[config.mk]
export PLATFORM = sky130hd
export DESIGN_NAME = spram_access_ctrl
export DESIGN_NICKNAME = d
export VERILOG_FILES = /design/src/rtl/spram_access_ctrl.sv
export SDC_FILE = /design/constraint.sdc
export NUM_CORES = 1
export LEC_CHECK = 0
export ABC_CLOCK_PERIOD_IN_PS = 1600
export CAP_MARGIN = 20
export CORE_ASPECT_RATIO = 2
export CORE_MARGIN = 3
export CORE_UTILIZATION = 38
export DETAILED_ROUTE_END_ITERATION = 6
export PLACE_DENSITY_LB_ADDON = 0.05
export SLEW_MARGIN = 0
export SYNTH_ARGS = -nofsm -noshare
export SYNTH_HDL_FRONTEND = slang
export SYNTH_SLANG_ARGS = --single-unit
[constraint.sdc]
create_clock -name clk -period 1.6 [get_ports clk]
set_input_delay 0.4 -clock clk [delete_from_list [all_inputs] [get_ports clk]]
set_output_delay 0.4 -clock clk [all_outputs]
set_load 0.005 [all_outputs]
[src/rtl/spram_access_ctrl.sv]
// Valid/ready front end for a single-port RAM: clears the array after
// reset or clr, then serves one write per cycle or one read at a time.
module spram_access_ctrl #(
  parameter int              DW       = 4,
  parameter int              AW       = 4,
  parameter int              RD_LAT   = 1,
  parameter logic [DW-1:0]   INIT_VAL = '0
) (
  input  logic          clk,
  input  logic          rst,
  input  logic          clr,
  input  logic          req_valid,
  output logic          req_ready,
  input  logic          req_we,
  input  logic [AW-1:0] req_addr,
  input  logic [DW-1:0] req_wdata,
  output logic          rsp_valid,
  input  logic          rsp_ready,
  output logic [DW-1:0] rsp_rdata,
  output logic          busy_init,
  output logic [DW-1:0] ram_data,
  output logic [AW-1:0] ram_add,
  output logic          ram_we,
  output logic          ram_rst,
  input  logic [DW-1:0] ram_out
);

  localparam int LW = (RD_LAT > 0) ? $clog2(RD_LAT + 1) : 1;

  typedef enum logic [1:0] {
    S_INIT,
    S_IDLE,
    S_RD_WAIT,
    S_RSP
  } state_e;

  state_e        state_q, state_d;
  logic [AW-1:0] cnt_q, cnt_d;
  logic [LW-1:0] lat_q, lat_d;
  logic          rsp_valid_q, rsp_valid_d;
  logic [DW-1:0] rsp_rdata_q, rsp_rdata_d;
  logic          ram_we_q, ram_we_d;
  logic [AW-1:0] ram_add_q, ram_add_d;
  logic [DW-1:0] ram_data_q, ram_data_d;

  always_comb begin
    state_d     = state_q;
    cnt_d       = cnt_q;
    lat_d       = lat_q;
    rsp_valid_d = rsp_valid_q;
    rsp_rdata_d = rsp_rdata_q;
    ram_we_d    = 1'b0;
    ram_add_d   = ram_add_q;
    ram_data_d  = ram_data_q;
    unique case (state_q)
      S_INIT: begin
        ram_we_d   = 1'b1;
        ram_add_d  = cnt_q;
        ram_data_d = INIT_VAL;
        cnt_d      = cnt_q + 1'b1;
        if (cnt_q == '1) state_d = S_IDLE;
      end
      S_IDLE: begin
        if (clr) begin
          state_d = S_INIT;
          cnt_d   = '0;
        end else if (req_valid) begin
          ram_add_d = req_addr;
          if (req_we) begin
            ram_we_d   = 1'b1;
            ram_data_d = req_wdata;
          end else begin
            lat_d   = '0;
            state_d = S_RD_WAIT;
          end
        end
      end
      S_RD_WAIT: begin
        // ram_add is held here; out is sampled RD_LAT+1 edges after accept
        if (lat_q == LW'(RD_LAT)) begin
          rsp_rdata_d = ram_out;
          rsp_valid_d = 1'b1;
          state_d     = S_RSP;
        end else begin
          lat_d = lat_q + 1'b1;
        end
      end
      S_RSP: begin
        if (rsp_ready) begin
          rsp_valid_d = 1'b0;
          state_d     = S_IDLE;
        end
      end
    endcase
  end

  always_ff @(posedge clk) begin
    if (rst) begin
      state_q     <= S_INIT;
      cnt_q       <= '0;
      lat_q       <= '0;
      rsp_valid_q <= 1'b0;
      rsp_rdata_q <= '0;
      ram_we_q    <= 1'b0;
      ram_add_q   <= '0;
      ram_data_q  <= '0;
    end else begin
      state_q     <= state_d;
      cnt_q       <= cnt_d;
      lat_q       <= lat_d;
      rsp_valid_q <= rsp_valid_d;
      rsp_rdata_q <= rsp_rdata_d;
      ram_we_q    <= ram_we_d;
      ram_add_q   <= ram_add_d;
      ram_data_q  <= ram_data_d;
    end
  end

  assign req_ready = (state_q == S_IDLE) && !clr && !rst;
  assign busy_init = (state_q == S_INIT);
  assign rsp_valid = rsp_valid_q;
  assign rsp_rdata = rsp_rdata_q;
  assign ram_we    = ram_we_q;
  assign ram_add   = ram_add_q;
  assign ram_data  = ram_data_q;
  assign ram_rst   = rst;

endmodule
; ---- After elaboration in Yosys (flattened, before gate mapping)
; Cells that the tools add are included.
[word_totals]
in_bits = 18
regBits = 21
word_cells = 67
out_inout_bits = 17
[classes]
n_eq_ne = 14
n_reduce_logical = 15
add_sub_neg = 2
mux = 28
[op_table]
columns = op, count
row1 = $mux W4, 6
row2 = $pmux W4 S2, 3
row3 = $ne A2 B2 Y1 const B, 7
row4 = $mux W2, 6
row5 = $mux W1, 9
row6 = $pmux W2 S4, 1
row7 = $reduce_and A4 Y1, 2
row8 = $ne A3 B3 Y1 const B, 2
row9 = $pmux W1 S2, 3
row10 = $reduce_and A3 Y1, 2
row11 = $reduce_bool A2 Y1, 3
row12 = $reduce_and A5 Y1, 1
row13 = $add A4 B1 Y4 const B, 1
row14 = $eq A2 B2 Y1 const B, 2
row15 = $eq A4 B4 Y1 const B, 1
row16 = $reduce_and A2 Y1, 2
row17 = $eq A2 B1 Y1 const B, 1
row18 = $logic_and A1 B1 Y1, 2
row19 = $logic_not A1 Y1, 2
row20 = $logic_not A2 Y1, 1
row21 = $ne A2 B1 Y1 const B, 1
row22 = $add A1 B1 Y1 const B, 1

; ---- Longest topological paths before layout
; Gate-level depths: netlist of the first run.
[depth]
ltp_word = 4
mapped_depth = 7
depth_no_buf = 6

; ---- Worst setup path before layout of the first run
; OpenSTA, ideal clock, no wires.
[synth_path]
path_type = flip-flop to flip-flop
from = register state_q[0]
to = register state_q[0]
path_buffers = 1
synth_period_minus_slack_ns = 1.526
t_required_ns = 1.479
setup_time_ns = 0.121
setup_slack_ns = 0.074
arrival_time_ns = 1.405
path_stages_with_launch = 8
path_cell_list = dfxtp_1 > inv_1 > ha_1 > buf_2 > nand2b_1 > o221ai_2 > a21oi_1 > mux2_2
[synth_between]
elab_chain_len = 3
word_cells_on_any_way = 11
classes_between = eq/ne (8) / mux (1) / reduce/logical (2)
[synth_rtl]
columns = element, line
row1 = "start, declared", 37  ; state_e state_q, state_d;
row2 = "start signal, assigned", 108  ; state_q <= state_d;
row3 = $eq A2 B1 Y1 (tied with other cells), 55  ; unique case (state_q)
row4 = $ne A3 B3 Y1 (no line) (tied with other cells), -
row5 = $reduce_and A5 Y1 (no line), -
; Parallel ways exist; a longest one is shown, timed or not.
; A chain may end at the register's enable or synchronous reset.

; ---- Final worst setup path of the first run
[layout_path]
from = register state_q[1]
to = register state_q[1]
; Same word-level chain as after synthesis.

==> metrics.md, run 1 <==
| Metric | Value |
|---|---|
| Total placed cells including tap cells | 190 |
| Total GRT Usage | 0.1553 |
| Worst r2r dst | state_q[1] |
| Prevailing post-synth register cell | dfxtp_1 |
| Drt wl/cell | ~13 um |
| # diodes | 0 |
| CP Launch Type | flip-flop |
| Initial antenna violation count | 0 |
| R2r worst-path depth | 7 |
| Clk pwr share | 0.224 |
| Mapped Cells | 120 |
| Post-synthesis simple-gate area fraction | 0.2293 |
| CP Capture Type | flip-flop |
| Peak Freq | between 600 and 700 MHz |
| Synth Warn # | 0 |
| Core area | 2440 um2 |
| Slew Viols, Final | 0 |
| Worst vdd ir | around 700 uV |
| Leakage dissipation | 0.5978 nW |
| Netlist Area Pre-Place | 998.5 um2 |
| Final period demand of the worst path | 1.530 ns |
| Final setup viols | 0 |
| Endpoint, Worst Hold | rsp_rdata[2] |
| Die area | 3316 um2 |
| Drt first pass iters | 4 |
| Hold Vio Cnt, Final | 0 |
| Hold Path Origin | rsp_rdata[2] |
| CTS Buf Count | 3 |
| Post-Synth Adder-Cell Area | 0.06266 |
| Synth Register Bits | 21 |
| Layout cells sized above 1 | 0.2036 |
| Mapped Nets | between 100 and 150 |
| Worst endpoint data arrival time | about 1.7 ns |
| Io pins | 35 |
| Final worst-path cycle share | 0.9565 |
| Reg clk slew, reported paths | about 0.07 ns |
| Worst r2r src | state_q[1] |
| DRC errors left | 0 |
| Seq/Total Area, Yosys | 0.4211 |
| Post-synth EDFFs | 0 |
| First-pass GRT wire length | 4126 um |
| Synth Area in XOR/XNOR | 0 |
| Internal Power | 1.061 mW |
| Clk_skew | roughly 0.0015 ns |
| Drt initial violations | 7 |
| Die Ht | between 70 and 80 um |
| Clk_lat worst skew | 0.26 ns |
| Layout Utilization | 0.6308 |
| Outcome | complete, no violations |
| Tightest Hold Check Type | flip-flop to flip-flop |
| Largest net degree at the start of global routing | 15 |
| Clock buffer depth | 2 |
| Combinational fraction of design power | 0.348 |
| Sw Ratio | 0.2981 |
| Post-Syn Area per Cell | around 8.3 um2 |
| Finished Layout Cells | 194 |
| Mux share of post-synthesis cell area | 0.05138 |
| Final nets | approximately 190 |
| Worst setup path start | state_q[1] |
| Worst-path fanout max | 14 |
| Vias in the first global route | just under 1000 |
| NetSw | roughly 0.45 mW |
| Post-layout instance area | ~1500 um2 |
| PortBufs | 34 |
| TritonCTS clock tree | done |
| Crit Path Category | flip-flop to flip-flop |
| Worst slew pin tran | 0.2716 ns |
| GRT Residual Overflow | 0 |
| Placed Area | roughly 1500 um2 |
| Die Width | 42.25 um |
| Total number of vias | roughly 1000 |
| Power Total | ~1.5 mW |
| Clock Sinks | 21 |
| Async set-or-reset flop fraction in the synthesized netlist | 0 |
| Library cells used by synthesis | 28 |
| Largest family of logic cells by synthesized area | simple AND/OR/NAND/NOR gates |
| Layout area overhead | 54.14% |
| Critical Path RT | approximately 1.8 ns |
| Placer Congestion | 0.7729 |
| Pwr/cell area | between 900 and 1000 nW/um2 |
| Root Buffer | clkbuf_8 |
| Site Rows | 25 |
| DPL Wire Length | ~1900 um |
| WHS Path Cells | 2 |
| ANT nets after route | 0 |
| Hold WS | between 0.4 and 0.5 ns |
| Post-synthesis compound-gate area fraction | 0.1855 |
| Hold bufs inserted after CTS | 0 |
| Sequential share of power | 0.429 |
| Slew margin rel. | 0.8170 |
| Vias/cell | 5.144 |
| DRT Wirelength | around 2500 um |
| Flop-to-flop setup slack | 0.07 ns |
| Max cap viols | 0 |
| Setup Buffers After CTS | 0 |
| Htree depth | 1 |
| Initial Util | 0.4092 |
cells in the mapped netlist, types with 4 or more instances:
cell / count / area share
nand2_1: 13 / 0.049
nand2b_1: 4 / 0.025
buf_2: 4 / 0.020
nor2b_1: 4 / 0.025
nor2_1: 13 / 0.049
a21oi_1: 14 / 0.070
ha_1: 5 / 0.063
o21ai_0: 4 / 0.020
nand3_1: 9 / 0.045
a211oi_1: 4 / 0.030
dfxtp_1: 21 / 0.42
mux2i_1: 4 / 0.040
inv_1: 4 / 0.015
metrics by stage:
step           setup TNS [ns]  setup WS [ns]
2_1_floorplan               0        0.07424
3_3_place_gp           -2.354        -0.3697
3_5_place_dp           -2.652        -0.3622
4_1_cts              -0.07344       -0.07344
5_1_grt             -0.004338      -0.004338
6_report                    0        0.06967
layout make-up:
cell class	count	area, um2
clock buffers	3	41.29
clock inverters	1	5.005
fillers	221	900.9
inverters	4	15.01
multi-input cells	88	559.3
flip-flops and latches	21	422.9
well taps	27	33.78
repair buffers	50	461.7
kinds of logic (layout without fill, tap and decap cells):
logic type,Yosys count,after routing
flops,21,21
buf+inv,11,58
fa+ha+maj,5,5
compound gates,29,29
mux,5,5
simple gates,49,49
layer usage:
| layer | vias to the layer above | wire length, um | track usage |
|---|---|---|---|
| met3 | 5 | 121 | 0.02982 |
| met1 | 451 | 947 | 0.1634 |
| li1 | 514 | - | - |
| met2 | 28 | 1353 | 0.2859 |
| met4 | 0 | 40 | 0.06854 |
| met5 | - | 0 | 0 |
power by group through the flow:
stage / sequential [mW] / combinational, mW / clock, mW
after CTS: 0.646 / 0.514 / 0.351
after global routing: 0.663 / 0.576 / 0.374
after global placement: 0.655 / 0.499 / 0
final: 0.648 / 0.526 / 0.339
after floorplan: 0.653 / 0.266 / 0
after detailed placement: 0.659 / 0.508 / 0
flip-flops by register name, indices dropped and copies added, names as in the netlist:
name,flops
cnt_q,4
lat_q,1
ram_add,4
ram_data,4
ram_we,1
rsp_rdata,4
rsp_valid,1
state_q,2
critical path, cell delays in order (launching register included):
cell,delay (ns)
dfxtp_2,0.33
inv_2,0.07
ha_4,0.16
buf_8,0.15
nor2b_2,0.17
o21ai_0,0.09
a2111o_1,0.39
o31ai_1,0.08
placed cells by master (no fill, tap or decap), types with 9 or more instances in the layout:
master / n
buf_4: 15
dfxtp_1: 19
nand2_1: 12
nor2_1: 12
clkdlybuf4s50_1: 29
a21oi_1: 13
nand3_1: 9
worst max path at each step:
stage,end,slack [ns],cells after the start
2_1_floorplan,state_q[0],0.07,7
3_3_place_gp,req_ready,-0.37,4
3_5_place_dp,req_ready,-0.36,4
4_1_cts,req_ready,-0.07,4
5_1_grt,state_q[1],-0.004,7
6_report,state_q[1],0.07,7
what timing repair did:
item,4_1_cts,5_1_grt
gates resized for setup,10,12
endpoints found under the setup margin,5,13
pin swaps,0,1
Power figures use the tool's default switching activity.
==> inputs of run 2 (changes only) <==
- CTS_CLUSTER_DIAMETER: not set -> 120
==> results of run 2 <==
The final DEF is identical to that of run 1; final timing and power are the same.
==> inputs of run 3 (changes only) <==
- MAX_ROUTING_LAYER: not set -> met4
==> run 3 against run 2 <==
Die area stayed put. Sequential share of layout area stayed put. Core utilization is the same. Total power hardly changed. Count of clock-buffer cells in the layout stayed put. Clock power about the same. Register-to-register slack about the same. Non-clock buffer count stayed put. Sequential cell count stayed put. Final cell count is the same. Largest power group unchanged. Highest routed layer unchanged.
==> metrics.md, run 3 (synthesis gave the netlist of run 1 again) <==
| Metric | Value |
|---|---|
| Drt initial violations | 7 |
| Root Buffer | clkbuf_8 |
| Filler cell count in the final layout | ~220 |
| DPL Wire Length | a little under 2000 um |
| Hold Vio Cnt, Final | 0 |
| Clk_lat worst skew | roughly 0.26 ns |
| Sw Ratio | 0.2984 |
| NetSw | around 0.45 mW |
| ANT nets after route | 0 |
| Multi-input gate area in the final layout | about 560 um2 |
| Peak Freq | approximately 650 MHz |
| Worst endpoint data arrival time | ~1.7 ns |
| Hold WS | approximately 0.46 ns |
| Layout cells sized above 1 | 0.2036 |
| Layout area overhead | 54.14% |
| Worst r2r dst | state_q[1] |
| Tightest Hold Check Type | flip-flop to flip-flop |
| Highest metal used | met4 |
| Total number of vias | ~1000 |
| PortBufs | 34 |
| Io pins | 35 |
| Core area | about 2400 um2 |
| Worst Setup EP | state_q[1] |
| CP Launch Type | flip-flop |
| Pwr/cell area | ~980 nW/um2 |
| Most common cell after layout, fill and taps aside | clkdlybuf4s50_1 |
| TritonCTS clock tree | done |
| R2r worst-path depth | 7 |
| Total GRT Usage | 0.1594 |
| Die area | approximately 3300 um2 |
| Slew Viols, Final | 0 |
| Clk pwr share | 0.224 |
| Outcome | complete, no violations |
| Reg clk slew, reported paths | approximately 0.070 ns |
| DRT Wirelength | 2480 um |
| Internal Power | roughly 1.1 mW |
| Largest net degree at the start of global routing | 15 |
| Worst vdd ir | 698.8 uV |
| Leakage dissipation | 0.5978 nW |
| Drt first pass iters | 4 |
| # diodes | 0 |
| Placer Congestion | roughly 0.78 |
| Drt wl/cell | 12.78 um |
| Metal3 WL | 117 um |
| DRC errors left | 0 |
| Worst setup path start | state_q[1] |
| Combinational fraction of design power | 0.348 |
| Die Ht | 78.49 um |
| Clk_skew | approximately 0.0015 ns |
| Initial Util | 0.4092 |
| CTS Buf Count | 3 |
| Htree depth | 1 |
| DR WL met2 | 1358 um |
| Final setup viols | 0 |
| CP Capture Type | flip-flop |
| Setup TNS | 0 ns |
| Worst-path fanout max | 14 |
| Clock buffer depth | 2 |
| Most frequent cells in the layout | clkdlybuf4s50_1 (29), dfxtp_1 (19), buf_4 (15), a21oi_1 (13) |
| Worst slew pin tran | about 0.28 ns |
| GRT Residual Overflow | 0 |
| Sequential share of power | 0.429 |
| Worst r2r src | state_q[1] |
| Vias in the first global route | 970 |
| Slew margin rel. | 0.8145 |
| Clock Sinks | 21 |
| Site Rows | 25 |
| Final nets | approximately 190 |
| Flop-to-flop setup slack | 0.07 ns |
| Final worst-path cycle share | 0.9567 |
| Hold bufs inserted after CTS | 0 |
| Critical Path RT | 1.76 ns |
| Vias/cell | 5.196 |
| Final period demand of the worst path | 1.531 ns |
| Max cap viols | 0 |
| First-pass GRT wire length | between 4000 and 5000 um |
| Initial antenna violation count | 0 |
| Hold Path Origin | rsp_rdata[2] |
| WL met1 | roughly 960 um |
| Storage cell area | approximately 420 um2 |
| Crit Path Category | flip-flop to flip-flop |
| Die Width | roughly 42 um |
## run 3: metal layers
layer | vias to the layer above | global-route usage
met4 | 0 | 0.06854
met5 | - | -
li1 | 514 | -
met1 | 463 | 0.1634
met2 | 26 | 0.2859
met3 | 5 | 0.02982
## run 3: through the flow
step / setup slack, ns / cell area, um2 / power [mW] / utilization / cells
finish: 0.06935 / 1539 / 1.513 / 0.6308 / 194
global route: -0.004338 / 1539 / 1.613 / 0.6308 / 194
CTS: -0.07344 / 1515 / 1.512 / 0.6210 / 194
detailed placement: -0.3622 / 1458 / 1.166 / 0.5974 / 190
global placement: -0.3697 / 1458 / 1.155 / 0.5974 / 190
floorplan: 0.07424 / 998.5 / 0.9190 / - / 120
## run 3: worst min-delay path by stage
stage,endpoint,depth (start not counted)
global route,ram_data[3],2
floorplan,rsp_rdata[0],2
CTS,rsp_rdata[2],2
detailed placement,rsp_rdata[2],2
global placement,rsp_rdata[0],2
finish,rsp_rdata[2],2
## run 3: critical path: stages, from the launching register on
cell      delay, ns
dfxtp_2        0.33
inv_2          0.07
ha_4           0.16
buf_8          0.15
nor2b_2        0.17
o21ai_0        0.09
a2111o_1       0.39
o31ai_1        0.08
## run 3: power groups by stage
stage | Sequential, mW | Combinational (mW) | Clock [mW]
finish | 0.648 | 0.526 | 0.338
detailed placement | 0.659 | 0.508 | 0
floorplan | 0.653 | 0.266 | 0
global route | 0.663 | 0.576 | 0.374
global placement | 0.655 | 0.499 | 0
CTS | 0.646 | 0.514 | 0.351
## run 3: area by class of cell
type,count,share of cell area
sequential,21,0.2748
inverter,4,0.009756
timing repair buffer,50,0.3000
clock buffer,3,0.02683
multi-input combinational,88,0.3634
tap,27,0.02195
clock inverter,1,0.003252
## run 3: timing repair
item                                    CTS  global route
endpoints found under the hold margin     0             0
cloned                                    0             0
resized for setup                        10            12
endpoints found under the setup margin    5            13
pin swaps                                 0             1
buffers inserted                          0             0
==> RTL change, RTL diff (config.mk and constraints of run 3) <==
The parameter `RD_LAT` goes from 1 to 2. Comments in the files are not updated.
--- a/src/rtl/spram_access_ctrl.sv
+++ b/src/rtl/spram_access_ctrl.sv
@@ -4,5 +4,5 @@
   parameter int              DW       = 4,
   parameter int              AW       = 4,
-  parameter int              RD_LAT   = 1,
+  parameter int              RD_LAT   = 2,
   parameter logic [DW-1:0]   INIT_VAL = '0
 ) (
Check against the original RTL: no difference found for any inputs over 10 cycles, from zero or initial values and one cycle with rst high; that may be too few to reach the edited logic, so the function may still have changed.
==> RTL change against run 3 <==
- sequential cell count up 1
- wire length rose by 20%
- total power down 1.7%
- non-clock buffer count up 4
- largest power group unchanged
- fmax decreased by 1.5%
- highest routed layer unchanged
- die area grew 11%
- combinational power is 14% lower
- synthesized cell count rose by 4.2%
- area after synthesis grew 13%
- design area rose by 14%
- sequential share of layout area down 2.1 points
- setup slack got worse by 0.023 ns
==> RTL change: results (changes against run 3) <==
** Status
- Outcome :: finished, final reports clean (unchanged)

** Global routing
- The all-layer global routing usage is 17.7% (was 15.9%).
- Maximum number of pins on one net before global-route repair :: 13 (was 15)
- First-pass GRT wire length :: 4970 µm (was 4120 µm)
- Via count of the first global-routing pass :: 1105 (was 970)
- The initial antenna violation count came to 0 (unchanged).

** Power and ir drop
- The reported leakage power came to 0.686 nW (was 0.598 nW).
- The design internal power was 1.07 mW (was 1.06 mW).
- The worst-case vdd ir drop is 0.605 mV (was 0.699 mV).

** Critical path
- Worst-path cell with the longest stage delay :: sky130_fd_sc_hd__dfxtp_4 (was sky130_fd_sc_hd__a2111o_1)
- The number of cells on the worst reg-to-reg path came to 6 (was 7).
- FF-to-FF Start :: state_q[0] (was state_q[1])
- Reg2Reg Capture Point :: lat_q[1] (was state_q[1])
- Highest net fanout along the worst path :: 7 (was 14)
- CP arrival :: 1.15 ns (was 1.69 ns)

** STA
- The normalized max-slew margin came to 83.1% (was 81.4%).
- The clock tree skew after final layout came to 0.00326 ns (was 0.00145 ns).
- The tightest hold margin came to 0.457 ns (was 0.461 ns).

** Yosys
- Avg Synthesized Cell Area :: 9.02 µm² (was 8.32 µm²)
- The sequential-to-total area share from yosys stat was 39.1% (was 42.1%).
- Top cell types by occurrence after synthesis: sky130_fd_sc_hd__dfxtp_1 (22), sky130_fd_sc_hd__nor2_1 (11), sky130_fd_sc_hd__nand2_1 (10), sky130_fd_sc_hd__a21oi_1 (9) (was sky130_fd_sc_hd__dfxtp_1 (21), sky130_fd_sc_hd__a21oi_1 (14), sky130_fd_sc_hd__nand2_1 (13), sky130_fd_sc_hd__nor2_1 (13), sky130_fd_sc_hd__nand3_1 (9)).
- Synth area leaders: sky130_fd_sc_hd__dfxtp_1 (39%), sky130_fd_sc_hd__ha_1 (7.8%), sky130_fd_sc_hd__mux2i_1 (5.3%), sky130_fd_sc_hd__a21oi_1 (4.0%), sky130_fd_sc_hd__a211oi_1 (4.0%) (was sky130_fd_sc_hd__dfxtp_1 (42%), sky130_fd_sc_hd__a21oi_1 (7.0%), sky130_fd_sc_hd__ha_1 (6.3%), sky130_fd_sc_hd__nand2_1 (4.9%), sky130_fd_sc_hd__nor2_1 (4.9%)).
- The unique cell type count in the Yosys netlist was 37 (was 28).
- The post-synthesis net count was 150 (was 143).

** Placed design
- The final weighted congestion in routability-driven placement was 0.779 (was 0.783).
- Cell Count Post-Placement :: 199 (was 190)
- Estimated wirelength of the detail-placed design :: 2160 µm (was 1940 µm)

** Detailed routing
- The vias per cell is 5.22 (was 5.20).
- The overall routed net length came to 2970 µm (was 2480 µm).
- The DRC violation total after the first TritonRoute iteration came to 24 (was 7).

** Clocking
- CTS max path bufs :: 2 (unchanged)
- Number of buffers created by CTS :: 3 (unchanged)

** Layout
- The number of fill cells in the layout was 252 (was 221).
- Final non-filler cell total :: 204 (was 194)
- Share of final-layout standard cells stronger than drive strength 1 :: 27.4% (was 20.4%)
-- RTL change: changes by cell type after synthesis, sizes merged, moves of 3 or more --
cell          run 3  this run
a21oi            14         9
a32oi             0         4
inv               4         7
nand3             9         6
-- RTL change: worst max-delay path, delay by kind of cell (launching register included) --
family / cells / cell delay [ns]
flops: 1 / 0.39
buf+inv: 2 / 0.33
fa+ha+maj: 1 / 0.18
-- RTL change: stage by stage --
step	setup slack [ns]	cell area, µm²	power, mW	util (%)	setup TNS [ns]
floorplan	0.0328	1130	0.844	-	0
global placement	-0.384	1600	1.03	56.9	-2.53
detailed placement	-0.363	1600	1.04	56.9	-2.87
CTS	-0.0137	1690	1.48	60.4	-0.0190
global route	-0.00188	1760	1.56	62.7	-0.00188
finish	0.0461	1760	1.49	62.7	0
-- RTL change: how the worst max path moves through the flow --
stage | slack [ns] | from | to
after global placement | -0.38 | rst | req_ready
after global routing | -0.002 | state_q[1] | req_ready
after CTS | -0.01 | state_q[1] | req_ready
after detailed placement | -0.36 | rst | req_ready
final | 0.05 | state_q[0] | busy_init
after floorplan | 0.03 | state_q[1] | ram_data[2]
-- RTL change: area by class of cell --
cell class / instances / area (µm²) / area share (%)
multi-input cells: 88 / 697 / 39.6
clock buffers: 4 / 55.1 / 3.13
inverters: 7 / 28.8 / 1.64
well taps: 29 / 36.3 / 2.06
flip-flops and latches: 22 / 445 / 25.3
repair buffers: 54 / 495 / 28.2
-- RTL change: layer usage --
metal  wire (µm)  global-route usage (%)  vias up  share of wire [%]
met1        1100                    18.2      497                 37
li1            -                       -      542                  -
met5           0                       -        -                  0
met2        1730                    32.0       21                 58
met3          95                    1.95        4                3.2
met4          48                    6.87        0                1.6
-- RTL change: logic make-up after synthesis --
family	Yosys count	synth area share, %
AO/OA/AOI/OAI	30	19.2
multiplexers	7	6.33
AND/OR/NAND/NOR	42	19.3
XOR/XNOR	1	0.777
buffers and inverters	16	7.55
flip-flops	22	39.1
adder cells (fa/ha/maj)	7	7.77
-- RTL change: power groups by stage --
stage	sequential (mW)	clock (mW)	combinational (mW)
4_1_cts	0.625	0.416	0.437
3_5_place_dp	0.637	0	0.400
6_report	0.627	0.410	0.450
2_1_floorplan	0.634	0	0.210
5_1_grt	0.633	0.436	0.496
3_3_place_gp	0.635	0	0.392
-- RTL change: repair_timing --
item	4_1_cts	5_1_grt
cloned	1	0
pin swaps	1	3
resized for setup	20	14
endpoints found under the setup margin	16	14
hold buffers	0	0
